### config.mk
export PLATFORM = sky130hd
export DESIGN_NAME = raw10_unpacker
export DESIGN_NICKNAME = d
export VERILOG_FILES = /design/src/rtl/raw10_unpacker.sv
export SDC_FILE = /design/constraint.sdc
export NUM_CORES = 1
export LEC_CHECK = 0
export ABC_CLOCK_PERIOD_IN_PS = 3500
export BUFFER_PORTS_ARGS = -buffer_cell sky130_fd_sc_hd__buf_2
export CAP_MARGIN = 25
export CORE_MARGIN = 1
export CORE_UTILIZATION = 35
export DETAILED_ROUTE_END_ITERATION = 10
export SKIP_LAST_GASP = 1
export SLEW_MARGIN = 20
export SYNTH_ARGS = -nofsm -noshare
export SYNTH_HDL_FRONTEND = slang
export SYNTH_SLANG_ARGS = --single-unit
### constraint.sdc
create_clock -name clk_i -period 3.5 [get_ports clk_i]
set_input_delay 0.525 -clock clk_i [delete_from_list [all_inputs] [get_ports clk_i]]
set_output_delay 0.525 -clock clk_i [all_outputs]
set_load 0.01 [all_outputs]
### src/rtl/raw10_unpacker.sv
// RAW10 unpacker: re-aligns 5-byte CSI-2 RAW10 groups from 4-byte payload words into 4 pixels.
// Optional RAW8_PASSTHROUGH_EN: data type 0x2A words bypass the buffer as 4 left-aligned pixels.
module raw10_unpacker #(
  parameter logic [5:0] RAW10_DATA_TYPE = 6'h2B
) (
  input  logic             clk_i,
  input  logic             rst_ni,
  input  logic [3:0][7:0]  image_data_i,
  input  logic             image_data_enable_i,
  input  logic [5:0]       image_data_type_i,
  input  logic             packet_end_i,
  output logic [3:0][9:0]  pixel_data_o,
  output logic             pixel_enable_o,
  output logic             alignment_error_o
);

`ifdef RAW8_PASSTHROUGH_EN
  localparam logic [5:0] Raw8DataType = 6'h2A;
`endif

  // Byte 0 of the buffer is the oldest byte; unused upper bytes are kept at zero.
  logic [7:0][7:0] buf_q, buf_d;
  logic [3:0]      cnt_q, cnt_d;
  logic [3:0][9:0] pixel_q, pixel_d;
  logic            pix_en_q, pix_en_d;
  logic            err_q, err_d;

  logic            accept;
  logic [7:0][7:0] merged;
  logic [3:0]      merged_cnt;

  always_comb begin
    accept     = image_data_enable_i && (image_data_type_i == RAW10_DATA_TYPE);
    merged     = buf_q;
    merged_cnt = cnt_q;
    if (accept) begin
      merged     = buf_q | ({32'h0, image_data_i} << {cnt_q, 3'b000});
      merged_cnt = cnt_q + 4'd4;
    end

    buf_d    = merged;
    cnt_d    = merged_cnt;
    pixel_d  = pixel_q;
    pix_en_d = 1'b0;
    err_d    = 1'b0;

    if (merged_cnt >= 4'd5) begin
      for (int k = 0; k < 4; k++) begin
        pixel_d[k] = {merged[k], merged[4][2*k +: 2]};
      end
      buf_d    = merged >> 40;
      cnt_d    = merged_cnt - 4'd5;
      pix_en_d = 1'b1;
    end

`ifdef RAW8_PASSTHROUGH_EN
    if (image_data_enable_i && (image_data_type_i == Raw8DataType)) begin
      for (int k = 0; k < 4; k++) begin
        pixel_d[k] = {image_data_i[k], 2'b00};
      end
      pix_en_d = 1'b1;
    end
`endif

    // Flush sees the state after this cycle's word (and any emission) has been applied.
    if (packet_end_i) begin
      err_d = (cnt_d != 4'd0);
      cnt_d = 4'd0;
      buf_d = '0;
    end
  end

  always_ff @(posedge clk_i or negedge rst_ni) begin
    if (!rst_ni) begin
      buf_q    <= '0;
      cnt_q    <= 4'd0;
      pixel_q  <= '0;
      pix_en_q <= 1'b0;
      err_q    <= 1'b0;
    end else begin
      buf_q    <= buf_d;
      cnt_q    <= cnt_d;
      pixel_q  <= pixel_d;
      pix_en_q <= pix_en_d;
      err_q    <= err_d;
    end
  end

  assign pixel_data_o      = pixel_q;
  assign pixel_enable_o    = pix_en_q;
  assign alignment_error_o = err_q;

endmodule

Word level (Yosys, flattened, before mapping)
Index checks and enable logic that the tools add are counted.
Storage, ports and cells
  input port bits: 42
  register bits after elaboration: 110
  output and inout port bits: 42
  word-level logic and storage cells: 31
Cells by class
  shifts and indexed selects: 1
  muxes and demuxes: 8
  bitwise gates (word level): 1
  order comparisons: 1
  equal/unequal tests: 1
  add/sub/neg operators: 2
  reduce and logical (&&, ||, !) cells: 2
Operator list (count)
  two-way mux 64 bit: 3
  bitwise OR 64 bit: 1
  << shifter 32 x 7 -> 64 bit: 1
  two-way mux 4 bit: 3
  == test 6 bit (second input constant): 1
  adder 4 x 3 -> 4 bit (second input constant): 1
  greater-or-equal comparator 4 x 3 -> 1 bit (second input constant): 1
  nonzero test 4 bit: 1
  subtractor 4 x 3 -> 4 bit (second input constant): 1
  two-way mux 1 bit: 2
  logical AND 1 bit: 1

Logic depth before layout (Yosys ltp)
  word-level depth: 7
  depth in mapped cells: 13
  gate-level depth less buffers: 7

Worst setup path before layout
OpenSTA, ideal clock, no wires.
  path kind: register to register
  from: register cnt_q[0]
  to: register buf_q[13] (netlist bit)
  data arrival time: 2565 ps
  path buffers: 6
  library setup time: 147 ps
  path slack: 788 ps
  period minus slack after synthesis: 2712 ps
  stages on the path, launching flop included: 13
  path through: dfrtp_1 > buf_2 > buf_2 > buf_2 > inv_1 > ha_1 > clkbuf_1 > nand2b_1 > a31oi_1 > o31ai_2 > buf_4 > buf_2 > a211oi_1
RTL lines
  from (decl): line 23  | logic [3:0] cnt_q, cnt_d;
  from (signal assigned): line 82  | cnt_q <= cnt_d;
  to (signal assigned): line 81  | buf_q <= buf_d;
  to (decl): line 22  | logic [7:0][7:0] buf_q, buf_d;

==> out/results.ini <==
[outcome]
status=finished, violations left
violations=DRC

[critical_path]
worstSetupPathType=flip-flop to flip-flop
worstPathCellList=inv_1, ha_1, nand2b_1, a31oi_1, o31ai_4, or2_1, buf_4, nor2_1
slowest_delay_ns=0.70
crit_required_ns=3.72
crit_path_top_delay_cell=dfrtp_1
path_buf_inv=2
crit_fanout=18
cp_top_family=simple AND/OR/NAND/NOR gates
startpoint_type=flip-flop
crit_arrival_ns=2.98
endpoint_kind=flip-flop

[timing]
holdWs_ns=0.245
slew_headroom_pct=40.9
tns_ns=0
fin_crit_ns=2.75
finalClockSkew_ns=0.00694
period_share_pct=78.7
hold_violations=0
fmax_ghz=0.363
setup_viol=0
worstMarginPinSlew_ns=0.884
rsz0062_at_grt=no
setup_ws_ns=0.745
drv_slew=0

[finish]
num_antenna_cells=0
drive_gt1_share_pct=22.4
utilization_pct=41.9
design_area_mm2=0.00614
area.growth.synth_to_final_pct=16.3
final_common_cell=dfrtp_1
final_cell_mix=dfrtp_1 (110), nor2_1 (98), a21oi_1 (91), buf_2 (82), mux2i_1 (31)
nFillCells=1452
finalNetCount=638

[global_route]
use_met1_pct=27.1
top_usage_layer=met2
antenna_found_initial=0
grt-ovfl-total=0
grt_pass1_wl_mm=23.9
use_met3_pct=4.04
grt_max_degree=131
gr-usage-all-layers_pct=20.0
grt_pass1_vias=4319
grt_util_met2_pct=30.4

[clock_network]
cts.repair.resized=0
clock_sinks=110
cts-root-buf=clkbuf_16
post-cts-setup-buffers=0
ctsHoldBuffers=0
clock_latency_ns=0.35
htreeDepth=3
cts_buffer_depth=2
clk_pin_slew_worst_paths_ns=0.07
cts_made_buffers=9
cts_tree=built

[yosys]
synth_seq_cells=110
synth.distinct_cells=43
synthCells=529
synthTopCellsByArea=dfrtp_1 (52%), a21oi_1 (8.6%), nor2_1 (7.0%)
yosysSeqAreaShare_pct=52.2
synth_top_area_share_pct=52.2
syn_avg_cell_area_um2=9.97
synth-edff-count=0
yosys.area.top_type=dfrtp_1
ys.flop_type=dfrtp_1
synthArstFlopShare_pct=100
synth_area_mm2=0.00528
synth_nets=573
yosysWarnings=0

[placement]
dpl_cell_area_mm2=0.00585
place_congestion=0.875
pre_cts_slack_ns=0.813
io_buffers=83
hpwl_mm=10.1

[route]
vias=4348
routed_wl_mm=15.0
firstDrtPassIters=8
remaining_drc_errors=8
drt_iter0_markers=392
ant_nets=0
wire_per_inst_um=19.2
via_per_inst=5.55

[min_path]
hold_path_class=input port to async pin

[die]
die_h_um=125
io_pins=84
die_w_um=125
dieArea_mm2=0.0156
fp.coreArea_mm2=0.0146
start_util_pct=36.0
num_rows=44

[pwr]
max-vdd-ir-drop_mv=0.196
leakage_uw=0.00279
p_per_area_mw_per_mm2=398

[job]
maxCapViolCount=0

==> where the power goes <==
group,leakage [µW],switching [µW],internal [µW]
combinational,0.00111,101,44.8
sequential,0.00154,2.82,1280
clock,0.000143,466,554
==> cells in the mapped netlist (2+ instances only) <==
library cell and instances:
a211oi_1 21, inv_1 3, o31ai_2 2, a31oi_1 11
o22ai_1 9, o2bb2ai_1 16, a21oi_1 91, nand3_1 2
nor2_1 98, clkbuf_1 10, buf_2 30, a22oi_1 8
dfrtp_1 110, a211oi_2 6, nand4_1 2, mux2i_1 31
nor3_1 4, nor2b_1 25, a221oi_1 8, mux2_2 9
buf_4 2, xnor2_1 2, buf_1 2, ha_1 2
nand2_1 7
==> per-stage QoR <==
stage	cells	power, µW
5_1_grt	783	2540
2_1_floorplan	529	1360
3_3_place_gp	767	1450
4_1_cts	783	2470
3_5_place_dp	767	1450
6_report	783	2440
==> cell type report <==
type                       count  area (µm²)  area share [%]
timing repair buffer          98         543            8.85
sequential                   110        2750            44.8
tap                          184         230            3.75
clock buffer                  10         229            3.73
multi-input combinational    370        2300            37.5
inverter                       5        18.8           0.306
clock inverter                 6        61.3           0.999
==> per-layer routing <==
| layer | wire length, µm | up-vias |
|---|---|---|
| li1 | - | 2029 |
| met1 | 6960 | 2146 |
| met2 | 6780 | 140 |
| met3 | 718 | 33 |
| met4 | 550 | 0 |
| met5 | 0 | - |
==> state kept, by name, summed over array words and instances (netlist names) <==
name and cells:
pixel_data_o 40, alignment_error_o 1, buf_q 64, cnt_q 4, pixel_enable_o 1
==> worst paths after layout <==
path / slack [ns] / end / cells past startpoint / startpoint
min in group clk_i: 0.48 / buf_q[61] / 2 / buf_q[61]
min: 0.24 / buf_q[1] / 1 / rst_ni
max reg2reg: 0.75 / buf_q[55] / 8 / cnt_q[0]
max in group asynchronous: 2.39 / pixel_data_o[29] / 2 / rst_ni
max: 0.75 / buf_q[55] / 8 / cnt_q[0]
min reg2reg: 0.48 / buf_q[61] / 2 / buf_q[61]
==> logic make-up (layout without fill, tap and decap cells) <==
logic type | count (synthesis) | in the layout | share of synthesized area (%)
AOI/OAI and AO/OA | 179 | 179 | 22.1
and+or+nand+nor | 147 | 147 | 12.8
DFF | 110 | 110 | 52.2
buffers and inverters | 49 | 119 | 4.34
muxes | 40 | 40 | 7.80
adders and majority gates | 2 | 2 | 0.474
xor gates and xnor gates | 2 | 2 | 0.332
(Power assumes the default switching activity.)
